## config.mk

```make
export PLATFORM = sky130hd
export DESIGN_NAME = fp_unit_arbiter
export DESIGN_NICKNAME = d
export VERILOG_FILES = /design/src/rtl/fp_unit_arbiter.sv
export SDC_FILE = /design/constraint.sdc
export NUM_CORES = 1
export LEC_CHECK = 0
export CAP_MARGIN = 10
export CORE_AREA = 2 2 157 159
export DETAILED_ROUTE_END_ITERATION = 8
export DIE_AREA = 0 0 159 161
export GPL_ROUTABILITY_DRIVEN = 0
export GPL_TIMING_DRIVEN = 0
export MAX_ROUTING_LAYER = met4
export PLACE_DENSITY = 0.55
export SLEW_MARGIN = 0
export SYNTH_ARGS = -nofsm -noshare
export SYNTH_HDL_FRONTEND = slang
export SYNTH_SLANG_ARGS = --single-unit
```

## constraint.sdc

```tcl
create_clock -name clk -period 3 [get_ports clk]
set_clock_uncertainty 0.2 [all_clocks]
set_input_delay 0.6 -clock clk [delete_from_list [all_inputs] [get_ports clk]]
set_output_delay 0.6 -clock clk [all_outputs]
set_load 0.02 [all_outputs]
```

## src/rtl/fp_unit_arbiter.sv

```systemverilog
`default_nettype none
// ============================================================================
// Module   : fp_unit_arbiter
// Brief    : Round-robin issue arbiter in front of one shared, fully
//            pipelined, fixed-latency FP unit. Each issued operation carries
//            its valid bit and requester ID down a delay line matched to the
//            unit latency, so every result returns tagged to its originator.
// Revision : 1.0 - initial release
// ============================================================================
module fp_unit_arbiter #(
    parameter int NREQ    = 4,
    parameter int DATA_W  = 32,
    parameter int LATENCY = 4
) (
    input  logic                           clk,
    input  logic                           resetn,
    input  logic [NREQ-1:0]                req_valid,
    input  logic [NREQ*DATA_W-1:0]         req_a,
    input  logic [NREQ*DATA_W-1:0]         req_b,
    output logic [NREQ-1:0]                req_ready,
    output logic                           unit_in_valid,
    output logic [DATA_W-1:0]              unit_a,
    output logic [DATA_W-1:0]              unit_b,
    input  logic [DATA_W-1:0]              unit_result,
    output logic                           res_valid,
    output logic [$clog2(NREQ)-1:0]        res_id,
    output logic [DATA_W-1:0]              res_data,
    output logic [$clog2(LATENCY+1)-1:0]   in_flight
);

    localparam int ID_W  = $clog2(NREQ);
    localparam int CNT_W = $clog2(LATENCY+1);
    localparam int TOP   = LATENCY - 1;

    logic [ID_W-1:0] ptr;
    logic [ID_W-1:0] win_id;
    logic [ID_W-1:0] scan_idx;
    logic            win_found;
    logic            issue;

    // Delay line of {valid, id}, stage 0 is loaded on every edge.
    logic [LATENCY-1:0] dl_valid;
    logic [ID_W-1:0]    dl_id [LATENCY];
    logic               retire;

    // Round-robin scan: first asserted request at or after ptr, wrapping.
    always_comb begin
        win_id    = '0;
        win_found = 1'b0;
        scan_idx  = '0;
        for (int i = 0; i < NREQ; i++) begin
            scan_idx = ID_W'((int'(ptr) + i) % NREQ);
            if (!win_found && req_valid[scan_idx]) begin
                win_found = 1'b1;
                win_id    = scan_idx;
            end
        end
    end

    // Grant and operand steering; nothing is presented while in reset.
    always_comb begin
        issue     = resetn & win_found;
        req_ready = issue ? (NREQ'(1) << win_id) : '0;
        unit_a    = '0;
        unit_b    = '0;
        for (int i = 0; i < NREQ; i++) begin
            if (issue && (win_id == ID_W'(i))) begin
                unit_a = req_a[i*DATA_W +: DATA_W];
                unit_b = req_b[i*DATA_W +: DATA_W];
            end
        end
    end

    assign unit_in_valid = issue;
    assign retire        = dl_valid[TOP];

    // Pointer advances past the winner only when something issues.
    always_ff @(posedge clk or negedge resetn) begin
        if (!resetn) begin
            ptr <= '0;
        end else if (issue) begin
            ptr <= (win_id == ID_W'(NREQ-1)) ? '0 : win_id + ID_W'(1);
        end
    end

    // Tag delay line; flushing it on reset discards ops still in the unit.
    always_ff @(posedge clk or negedge resetn) begin
        if (!resetn) begin
            dl_valid <= '0;
            for (int k = 0; k < LATENCY; k++) begin
                dl_id[k] <= '0;
            end
        end else begin
            dl_valid[0] <= issue;
            dl_id[0]    <= win_id;
            for (int k = 1; k < LATENCY; k++) begin
                dl_valid[k] <= dl_valid[k-1];
                dl_id[k]    <= dl_id[k-1];
            end
        end
    end

    // Registered tagged result; id/data hold between pulses.
    always_ff @(posedge clk or negedge resetn) begin
        if (!resetn) begin
            res_valid <= 1'b0;
            res_id    <= '0;
            res_data  <= '0;
        end else begin
            res_valid <= retire;
            if (retire) begin
                res_id   <= dl_id[TOP];
                res_data <= unit_result;
            end
        end
    end

    // Occupancy: +1 per issue, -1 per retire, bounded by LATENCY.
    always_ff @(posedge clk or negedge resetn) begin
        if (!resetn) begin
            in_flight <= '0;
        end else begin
            case ({issue, retire})
                2'b10:   in_flight <= in_flight + CNT_W'(1);
                2'b01:   in_flight <= in_flight - CNT_W'(1);
                default: in_flight <= in_flight;
            endcase
        end
    end

endmodule
`default_nettype wire

```

# Word level (Yosys, flattened, before mapping)
# Index checks and enable logic that the tools add are counted.
# totals
out_inout_bits	107
reg_bits	52
input_bits	294
# op_classes
n_mux	27
eq_ne	5
n_addsub	6
n_bitwise	1
n_lt_le_gt_ge	4
n_reduce_logical	12
shifts	1
# op_table
op	n
$mux W32	8
$lt A2 B3 Y1 const B	4
$mux W2	5
$bmux W1 S2	4
$mux W1	8
$logic_and A1 B1 Y1	7
$eq A2 B2 Y1 const B	3
$pmux W3 S2	1
$add A2 B1 Y2 const B	2
$add A2 B2 Y2 const B	2
$eq A2 B1 Y1 const B	2
$mux W4	1
$shl A1 B2 Y4 const A	1
$add A3 B1 Y3 const B	1
$logic_not A1 Y1	3
$sub A3 B1 Y3 const B	1
$logic_not A2 Y1	1
$reduce_bool A2 Y1	1
$and A1 B1 Y1	1

# Depth between registers and ports, before layout
# Gate-level depths: netlist (run 1).
# logic_depth
word_depth	18
mapped_depth	10
mapped_depth_nobuf	7

# Worst setup path before layout (run 1)
# Ideal clock, no wire load.
# synth_timing
path_kind	input to output
start	input req_valid[1]
end	output unit_a[24]
path_stages	8
t_arrival_ns	2.552
path_buffers	2
required_time_ns	2.200
path_slack_ns	-0.352
path_cell_list	a21bo_2 a221oi_2 inv_1 ha_1 buf_2 clkbuf_1 a221o_1 a21oi_1
# synth_via
elab_chain_len	18
word_cells_on_any_way	35
# synth_rtl
element	line_no	rtl
from (decl)	17	input logic [NREQ-1:0] req_valid,
$bmux W1 S2	53	if (!win_found && req_valid[scan_idx]) begin
$mux W1 (not written as such)	53	
$mux W1	53	
$logic_not A1 Y1	53	
$logic_and A1 B1 Y1	53	
$mux W1	53	
$logic_not A1 Y1	53	
$logic_and A1 B1 Y1	53	
$mux W1	53	
$logic_not A1 Y1	53	
$logic_and A1 B1 Y1	53	
$mux W2 *	53	
named net win_id[0]	36	logic [ID_W-1:0] win_id;
$logic_not A2 Y1	67	if (issue && (win_id == ID_W'(i))) begin
$logic_and A1 B1 Y1	67	
$mux W32 (3 in a row)	67	
$mux W32 *	67	
to (decl)	22	output logic [DATA_W-1:0] unit_a,
# Mark *: on every way through the listed nets, which the timed path passes. The rest lies on a longest branch. The select of a mux whose other input is x is not followed.

# Worst setup path in the final report (run 1)
# layout_timing
start	register ptr[1]
end	output unit_b[30]
# layout_via
elab_chain_len	18
word_cells_on_any_way	38
# layout_rtl
element	line_no	rtl
from (decl)	35	logic [ID_W-1:0] ptr;
from (signal assigned)	82	ptr <= (win_id == ID_W'(NREQ-1)) ? '0 : win_id + ID_W'(1);
branches (longest 11 deep; another with $add A2 B1 Y2)	n/a	
$mux W2 *	53	
named net win_id[0]	36	
$logic_not A2 Y1	67	
$logic_and A1 B1 Y1	67	
$mux W32 (3 in a row)	67	
$mux W32 *	67	
to (decl)	23	output logic [DATA_W-1:0] unit_b,
# Mark *: on every way through the listed nets, which the timed path passes. The select of a mux whose other input is x is not followed.

==> reports/results.ini, run 1 <==
[cells_and_area]
diodes = 0
multi_input_area_sq_um = 3540
syn2layout_area_growth_pct = 141
regArea_sq_um = 1300
utilization_pct = 45.2
final_nets = 1302
fillers = 2391
drive_gt1_share_pct = 29.9

[yosys]
yosysWarnings = 0
syn_area_per_cell_sq_um = 7.91
synth_fp_nets = 868
synthTopCellsByArea = dfrtp_1 (29%), a21oi_1 (15%), a221o_1 (14%)
ys_ff_latch = 52
synth_cell_types = 24
synth_area_sq_um = 4500
synth_top_area_share_pct = 28.9
synth_seq_area_share_pct = 28.9
synth_largest_area_cell = dfrtp_1
syn_inst = 568

[sta]
worst_slew_pin_slew_ns = 0.588
max-slew-margin-rel_pct = 60.8
worst_slack_ns = -0.541
rsz0062_at_grt = true
tns_ns = -30.48
final_max_slew_viol_count = 0
fmax_mhz = 282
fin_crit_ns = 3.54
period_share_pct = 118
finalSetupViolCount = 67
hold_violations = 0

[floorplanning]
core.rowCount = 57
die_y_microns = 161
initial_core_util_pct = 18.8
fp.dieArea_sq_um = 25600
die_x_microns = 159
boundaryPins = 401
core_sq_um = 24000

[power]
ir_drop_uv = 237
p_leak_nw = 4.20
power_density_nw_per_um2 = 572
p_total_mw = 6.19

[clocking]
cts-htree-levels = 2
cts-root-buf = clkbuf_16
cts_buffer_depth = 2
cts_tree = done
cts_buffers = 5
cts_sinks = 52
clock_latency_ns = 0.29
clk_pin_slew_ns = 0.07

[global_routing]
grt_pass1_vias = 6224
grtUsageTotal_pct = 19.6
antenna_found_initial = 0
overflow = 0
grt_first_pass_wirelength_mm = 37.6
grt_max_degree = 32

[drt]
routed_wl_mm = 26.0
avgRoutedWirePerCell_microns = 19.6
dr.pass1.iters = 4
avgViaCountPerCell = 4.59
drc = 0
ant_nets = 0
drt_iter0_markers = 270
routed-via-count = 6096

[job]
max_cap_violations = 0

[worst_setup_path]
setup.worst_path.end_class = primary output
cp-start-kind = flip-flop
crit_type = reg -> out
ff2ff_path_depth = 7
path_max_fanout = 10
cp.arrival_ns = 2.74
required_ns = 2.20

[status]
outcome = finished with violations
violations = negative setup slack

[placed_design]
hpwl_mm = 20.0
port_buffers = 400

[worst_hold_path]
worstHoldPathType = in -> async

## per-stage QoR
stage          instances  hold slack [ns]  area, sq um  worst slack [ns]
3_5_place_dp        1293            0.136         9760             -1.95
4_1_cts             1314          0.00457        10400            -0.519
6_report            1327           0.0248        10800            -0.541
2_1_floorplan        568            0.104         5330            -0.123
3_3_place_gp        1292            0.133         9740             -2.67
5_1_grt             1327           0.0196        10800            -0.625
## critical path, stage by stage (launching register included)
cell and delay [ns]:
dfrtp_2 0.47, a21bo_4 0.24, a221oi_4 0.36, buf_6 0.15, ha_4 0.19, buf_12 0.17, buf_8 0.14, a21oi_1 0.07
a221o_1 0.37, a21oi_4 0.15, buf_6 0.14
## power breakdown
part	switching, mW	leakage, nW	internal, mW
clock network	0.245	0.0671	0.311
registers	0.0750	0.608	0.825
logic	2.27	3.53	2.46
## per-layer routing
layer,vias up,GRT usage (%),part of all wire (%)
met3,19,3.72,6.3
met5,-,-,0
met1,2907,24.0,43
met4,0,3.35,1.5
met2,278,34.2,49
li1,2892,-,-
## logic make-up (layout without fill, tap and decap cells)
logic type / after synthesis / count (layout) / synth area share (%)
flops: 52 / 52 / 28.9
simple gates: 138 / 138 / 17.2
fa+ha+maj: 6 / 6 / 1.84
buf+inv: 132 / 567 / 12.2
mux: 36 / 36 / 8.96
xor+xnor: 3 / 3 / 0.585
compound gates: 201 / 201 / 30.3
## Yosys cell counts (all sizes together)
library cell,count
a21oi,131
dfrtp,52
fa,1
clkbuf,29
nand2,67
o41ai,1
mux2,34
nand3b,64
ha,5
xnor2,1
inv,71
and2,4
nor3b,1
a21bo,1
o22ai,1
o22a,1
o21a,1
xor2,2
a221o,64
a221oi,1
mux2i,2
buf,32
nor2,2
## placed cells by master, fill, tap and decap left out, types with 3 or more instances in the layout
| master | count |
|---|---|
| clkdlybuf4s50_1 | 326 |
| buf_6 | 75 |
| inv_1 | 69 |
| nand2_1 | 67 |
| nand3b_1 | 64 |
| a221o_1 | 64 |
| a21oi_4 | 64 |
| a21oi_1 | 51 |
| dfrtp_1 | 50 |
| mux2_2 | 34 |
| buf_4 | 28 |
| a21oi_2 | 16 |
| buf_12 | 14 |
| clkbuf_16 | 13 |
| buf_8 | 9 |
| clkbuf_8 | 8 |
| buf_2 | 8 |
| clkbuf_2 | 7 |
| and2_4 | 4 |
| ha_4 | 4 |
| clkbuf_4 | 3 |
## state kept, by name, summed over array words and instances (netlist names)
register / count
res_data: 32
in_flight: 3
dl_id: 8
dl_valid: 4
ptr: 2
res_id: 2
res_valid: 1
## worst paths after layout
check                               end  slack (ns)     start
max                          unit_b[30]       -0.54    ptr[1]
min                        res_data[28]        0.02    resetn
max reg2reg                      ptr[1]        1.07    ptr[1]
min reg2reg                    dl_id[0]        0.14  dl_id[2]
max in group asynchronous        ptr[1]        2.37    resetn
min in group clk               dl_id[0]        0.14  dl_id[2]
## repair_timing
action,4_1_cts,5_1_grt
hold buffers,0,1
gates resized for setup,503,74
gates cloned,2,7
pin swaps,61,45
setup buffers,12,6
setup endpoints to repair,71,70
endpoints found under the hold margin,0,22
## area by class of cell
class,count,share of cell area (%)
repair buffers,428,41.3
multi-input cells,384,32.8
well taps,324,3.75
flip-flops and latches,52,12.0
inverters,71,2.46
clock buffers,6,1.19
plain buffers,60,6.37
clock inverters,2,0.150
Note: power is estimated with default switching activity, not from simulation.
==> run 2: changes to the inputs <==
- ABC_AREA: default -> 1
- CORE_AREA: 2 2 157 159 -> 2 2 154 156
- DIE_AREA: 0 0 159 161 -> 0 0 156 158
- PLACE_DENSITY: 0.55 -> 0.65
==> reports/results.ini, run 2 <==
[drt]
drc = 0
routed-via-count = 8691
dr.pass1.iters = 4
ant_nets = 0
avgRoutedWirePerCell_microns = 17.4
avgViaCountPerCell = 4.86
routed_wl_mm = 31.1
drt_iter0_markers = 311

[global_routing]
overflow = 0
antenna_found_initial = 1
grt_first_pass_wirelength_mm = 43.4
grtUsageTotal_pct = 23.1
grt_pass1_vias = 8209
grt_max_degree = 35

[clocking]
clk_pin_slew_ns = 0.07
clock_latency_ns = 0.28
cts_tree = done
cts_buffers = 5
cts-htree-levels = 2
cts_buffer_depth = 2
cts_sinks = 52
cts-root-buf = clkbuf_16

[sta]
tns_ns = -50.62
fmax_mhz = 263
period_share_pct = 127
final_max_slew_viol_count = 0
hold_violations = 0
fin_crit_ns = 3.81
hold_slack_ns = 0.0647
max-slew-margin-rel_pct = 43.7
rsz0062_at_grt = true
worst_slack_ns = -0.808
worst_slew_pin_slew_ns = 0.841
finalSetupViolCount = 70

[placed_design]
port_buffers = 400
hpwl_mm = 22.8

[yosys]
yosys_most_used_dff = dfrtp_1
yosysWarnings = 0
yosys-top-cells-count = nand2_1 (287), nand4_1 (193), inv_1 (147)
syn_area_per_cell_sq_um = 5.93
synth_edf_count = 0
ys_ff_latch = 52
synth_largest_area_cell = dfrtp_1
synth_most_common_cell = nand2_1
synth_fp_nets = 1331
synthTopCellsByArea = dfrtp_1 (21%), nand4_1 (20%), nand2_1 (18%)
synth_seq_area_share_pct = 21.3
synth_area_sq_um = 6110
synth_top_area_share_pct = 21.3
syn_inst = 1031
synth-async-reset-ratio_pct = 100
synth_cell_types = 27

[worst_setup_path]
cpMostUsedCell = nand2_1
critPathMaxStageDelay_ns = 0.47
cp.arrival_ns = 3.01
path_cells = inv_4 > nand2_1 > nand2_4 > nand2_1 > and2_4 > nand3b_1 > nand4_1 > o21ai_4 > inv_4 > ha_4 > clkbuf_16 > clkbuf_8 > nand4_1 > nand2_1 > clkinv_1 > nand2_2 > nand2_2 > buf_4
path_max_fanout = 8
cp_slowest_cell = dfrtp_2
cp-start-kind = flip-flop
required_ns = 2.20
crit_type = reg -> out
setup.worst_path.end_class = primary output

[cells_and_area]
final_cell_mix = clkdlybuf4s50_1 (326), nand4_1 (193), nand2_1 (145)
top_regs = res_data (32), dl_id (8), dl_valid (4)
top_register = res_data
final_nets = 1797
syn2layout_area_growth_pct = 111
drive_gt1_share_pct = 33.6
fillers = 2178
final_common_cell = clkdlybuf4s50_1
largest_reg_flops = 32

[status]
outcome = finished with violations
violations = negative setup slack

[floorplanning]
die_y_microns = 158
die_x_microns = 156
fp.dieArea_sq_um = 24600
initial_core_util_pct = 26.5
core.rowCount = 56
boundaryPins = 401
core_sq_um = 23100

[job]
max_cap_violations = 0

[power]
p_total_mw = 20.1
p_leak_nw = 6.27
ir_drop_uv = 863
power_density_nw_per_um2 = 1560

[worst_hold_path]
worstHoldPathType = in -> async

run 2: cell types whose count changed in the layout (fill, tap and decap cells not counted), sizes merged, moves of 68 or more:
cell	change
a21oi	-129
inv	+103
nand2	+221
nand3	+70
nor2	+68
nand4	+193
run 2: metal layers:
layer  up-vias  global-route usage, %  routed length, microns
met4         0                   7.03                     854
li1       4260                      -                       -
met3        53                   3.89                    2150
met1      4026                   27.7                   12600
met5         -                      -                       0
met2       352                   39.9                   15500
run 2: final timing paths:
path / start / to / slack, ns / depth (start not counted)
setup / recovery: ptr[1] / unit_a[12] / -0.81 / 18
hold / removal: resetn / res_data[24] / 0.06 / 2
setup reg to reg: ptr[0] / in_flight[2] / -0.05 / 20
hold reg to reg: dl_id[7] / dl_id[5] / 0.15 / 0
max in group asynchronous: resetn / res_data[13] / 1.29 / 2
min in group clk: dl_id[7] / dl_id[5] / 0.15 / 0
run 2: layout make-up:
cell class	count	area, sq um	area share [%]
antenna	1	2.50	0.0194
buffer	93	1050	8.14
clock buffer	5	125	0.970
clock inverter	3	18.8	0.145
inverter	209	837	6.49
multi-input combinational	673	4250	33.0
sequential	52	1300	10.1
tap	290	363	2.81
timing repair buffer	463	4950	38.4
run 2: cell families after synthesis:
logic type | after synthesis | share of synthesized area, %
XOR/XNOR | 2 | 0.287
multiplexers | 34 | 6.26
AO/OA/AOI/OAI | 8 | 0.696
flip-flops | 52 | 21.3
AND/OR/NAND/NOR | 623 | 48.3
adder cells (fa/ha/maj) | 6 | 1.35
buffers and inverters | 306 | 21.8
run 2: where the power goes:
part	switching (mW)	internal, mW	leakage, nW	total [mW]
clock	0.239	0.307	0.0736	0.546
combinational	9.41	8.95	5.58	18.4
sequential	0.160	1.02	0.612	1.18
run 2: timing repair:
item                                    4_1_cts  5_1_grt
gates cloned                                 10       14
pin swaps                                    74      182
hold endpoints to repair                     19        0
gates resized for setup                     530      206
endpoints found under the setup margin       74       70
setup buffers                                20       19
hold buffers                                  1        0
run 2: through the flow:
step,setup WS (ns),instances,cell area (sq um),util [%]
floorplan,-0.0719,1031,6530,-
global placement,-3.36,1721,10900,47.3
detailed placement,-1.82,1722,10900,47.3
CTS,-0.743,1761,11900,51.6
global route,-1.00,1789,12900,56.0
finish,-0.808,1789,12900,56.0
run 2: worst max-delay path: cells and delay by family (launching register included):
kind | cells | cell delay (ns)
and+or+nand+nor | 10 | 1.12
buffers and inverters | 6 | 0.82
DFF | 1 | 0.47
adders and majority gates | 1 | 0.19
AOI/OAI and AO/OA | 1 | 0.12
==> run 3: changes to the inputs <==
- CELL_PAD_IN_SITES_DETAIL_PLACEMENT: default -> 0
- CELL_PAD_IN_SITES_GLOBAL_PLACEMENT: default -> 1
- CORE_AREA: 2 2 154 156 -> default
- CORE_MARGIN: default -> 2
- CORE_UTILIZATION: default -> 21
- DIE_AREA: 0 0 156 158 -> default
- PLACE_DENSITY: 0.65 -> 0.78
==> reports/results.ini, run 3 (synthesis results as in run 2) <==
[status]
outcome = finished with violations
violations = negative setup slack

[power]
switching_share_pct = 50.5
p_leak_nw = 6.03
power_density_nw_per_um2 = 1510
p_clk_share_pct = 3.0
power_switching_mw = 9.48
ir_drop_uv = 739
p_int_mw = 9.29
pwr-share-comb_pct = 90.8
seq_power_share_pct = 6.2

[drt]
drc = 0
dr.pass1.iters = 6
highest_layer = met4
wl_met2_mm = 15.6
met1Wirelength_mm = 13.6
wl_met3_mm = 1.99
ant_nets = 0
drt_iter0_markers = 555
routed-via-count = 8614
avgRoutedWirePerCell_microns = 17.0
avgViaCountPerCell = 4.61
routed_wl_mm = 31.8

[floorplanning]
fp.dieArea_sq_um = 30500
boundaryPins = 401
die_y_microns = 175
core.rowCount = 62
initial_core_util_pct = 21.3
die_x_microns = 175
core_sq_um = 28700

[clocking]
clk_pin_slew_ns = 0.06
clock_latency_ns = 0.28
cts_sinks = 52
cts-root-buf = clkbuf_16
cts_buffers = 5
cts_buffer_depth = 2
cts_tree = done
cts-htree-levels = 2

[global_routing]
grt_pass1_vias = 8150
overflow = 0
grt_first_pass_wirelength_mm = 46.0
grt_max_degree = 30
grtUsageTotal_pct = 19.7
antenna_found_initial = 2

[worst_hold_path]
worstHoldPathType = in -> async

[sta]
final_max_slew_viol_count = 0
fin_crit_ns = 3.76
worst_slack_ns = -0.761
hold_violations = 0
period_share_pct = 125
hold_slack_ns = 0.00906
finalSetupViolCount = 68
worst_slew_pin_slew_ns = 0.574
max-slew-margin-rel_pct = 61.7
fmax_mhz = 266
rsz0062_at_grt = true

[worst_setup_path]
ff2ff_path_depth = 17
setup.worst_path.end_class = primary output
required_ns = 2.20
cp.arrival_ns = 2.96
reg2reg_from = ptr[0]
crit-reg2reg-capture = in_flight[2]
path_max_fanout = 10
reg2reg_slack_ns = 0.15
crit_type = reg -> out
cp-start-kind = flip-flop

[cells_and_area]
largest_reg_flops = 32
drive_gt1_share_pct = 29.4
final_nets = 1783
top_register = res_data
syn2layout_area_growth_pct = 104
fin_area_sq_um = 12500
top_regs = res_data (32), dl_id (8), dl_valid (4)
final_cell_mix = clkdlybuf4s50_1 (326), nand4_1 (193), nand2_1 (168)
utilization_pct = 43.4
final_common_cell = clkdlybuf4s50_1

[placed_design]
placed_cell_area_sq_um = 11000
hpwl_mm = 23.8
port_buffers = 400

[job]
max_cap_violations = 0

[run 3: changes by cell type in the layout (fill, tap and decap cells not counted), moves of 10 or more]
cell,before,now
buf_8,28,14
clkinv_1,14,41
clkinv_2,22,1
nand2_1,145,168
nand2_2,123,106
nor2_2,8,18
[run 3: area by class of cell]
cell class | instances | area (sq um)
Clock buffer | 7 | 143
Sequential cell | 52 | 1300
Fill cell | 2982 | 16200
Antenna cell | 2 | 5.00
Buffer | 96 | 1050
Clock inverter | 1 | 7.51
Multi-Input combinational cell | 673 | 4120
Inverter | 209 | 811
Tap cell | 384 | 480
Timing Repair Buffer | 446 | 4550
[run 3: worst max-delay path: stages (launching register included)]
cell and delay (ns):
dfrtp_1 0.36, buf_6 0.17, clkinv_8 0.09, nand2_4 0.08, nand2_4 0.06, nand2_4 0.08
nand2_4 0.06, nor2_4 0.12, inv_2 0.05, nor2_2 0.13, nor2_1 0.06, nand2_1 0.07
nand2_2 0.10, inv_4 0.11, ha_4 0.22, clkbuf_8 0.22, buf_6 0.16, nand4_1 0.12
nand3_1 0.13, nand2_1 0.07, nand2_2 0.06, buf_2 0.15
[run 3: power by group through the flow]
stage / Clock [mW] / Combinational, mW / Sequential [mW]
floorplan: 0 / 8.17 / 1.44
global placement: 0 / 13.6 / 1.16
detailed placement: 0 / 13.6 / 1.18
CTS: 0.579 / 15.6 / 1.17
global route: 0.620 / 18.2 / 1.20
finish: 0.565 / 17.1 / 1.16
[run 3: worst max path at each step]
stage / from / end / slack, ns / cells past startpoint
floorplan: req_valid[1] / unit_b[10] / -0.07 / 19
global placement: resetn / unit_a[30] / -3.49 / 9
detailed placement: resetn / unit_a[30] / -1.77 / 9
CTS: ptr[0] / unit_a[0] / -0.92 / 17
global route: ptr[0] / unit_a[25] / -0.94 / 21
finish: ptr[0] / unit_a[17] / -0.76 / 21
[run 3: metal layers]
layer,vias to the layer above,GRT usage (%)
met5,-,-
met4,0,4.06
met3,34,2.68
met2,333,34.1
met1,4017,24.6
li1,4230,-
[run 3: timing repair]
action / 4_1_cts / 5_1_grt
hold buffers: 0 / 0
cloned: 10 / 7
pin swaps: 29 / 137
resized for setup: 378 / 255
setup buffers: 22 / 9
endpoints found under the setup margin: 74 / 70
[run 3: per-stage QoR]
stage | setup TNS, ns | setup slack, ns | cells | total power, mW
4_1_cts | -53.39 | -0.918 | 1856 | 17.3
3_5_place_dp | -111.87 | -1.77 | 1816 | 14.8
2_1_floorplan | -3.45 | -0.0719 | 1031 | 9.61
5_1_grt | -58.47 | -0.936 | 1870 | 20.1
6_report | -46.53 | -0.761 | 1870 | 18.8
3_3_place_gp | -261.70 | -3.49 | 1815 | 14.8
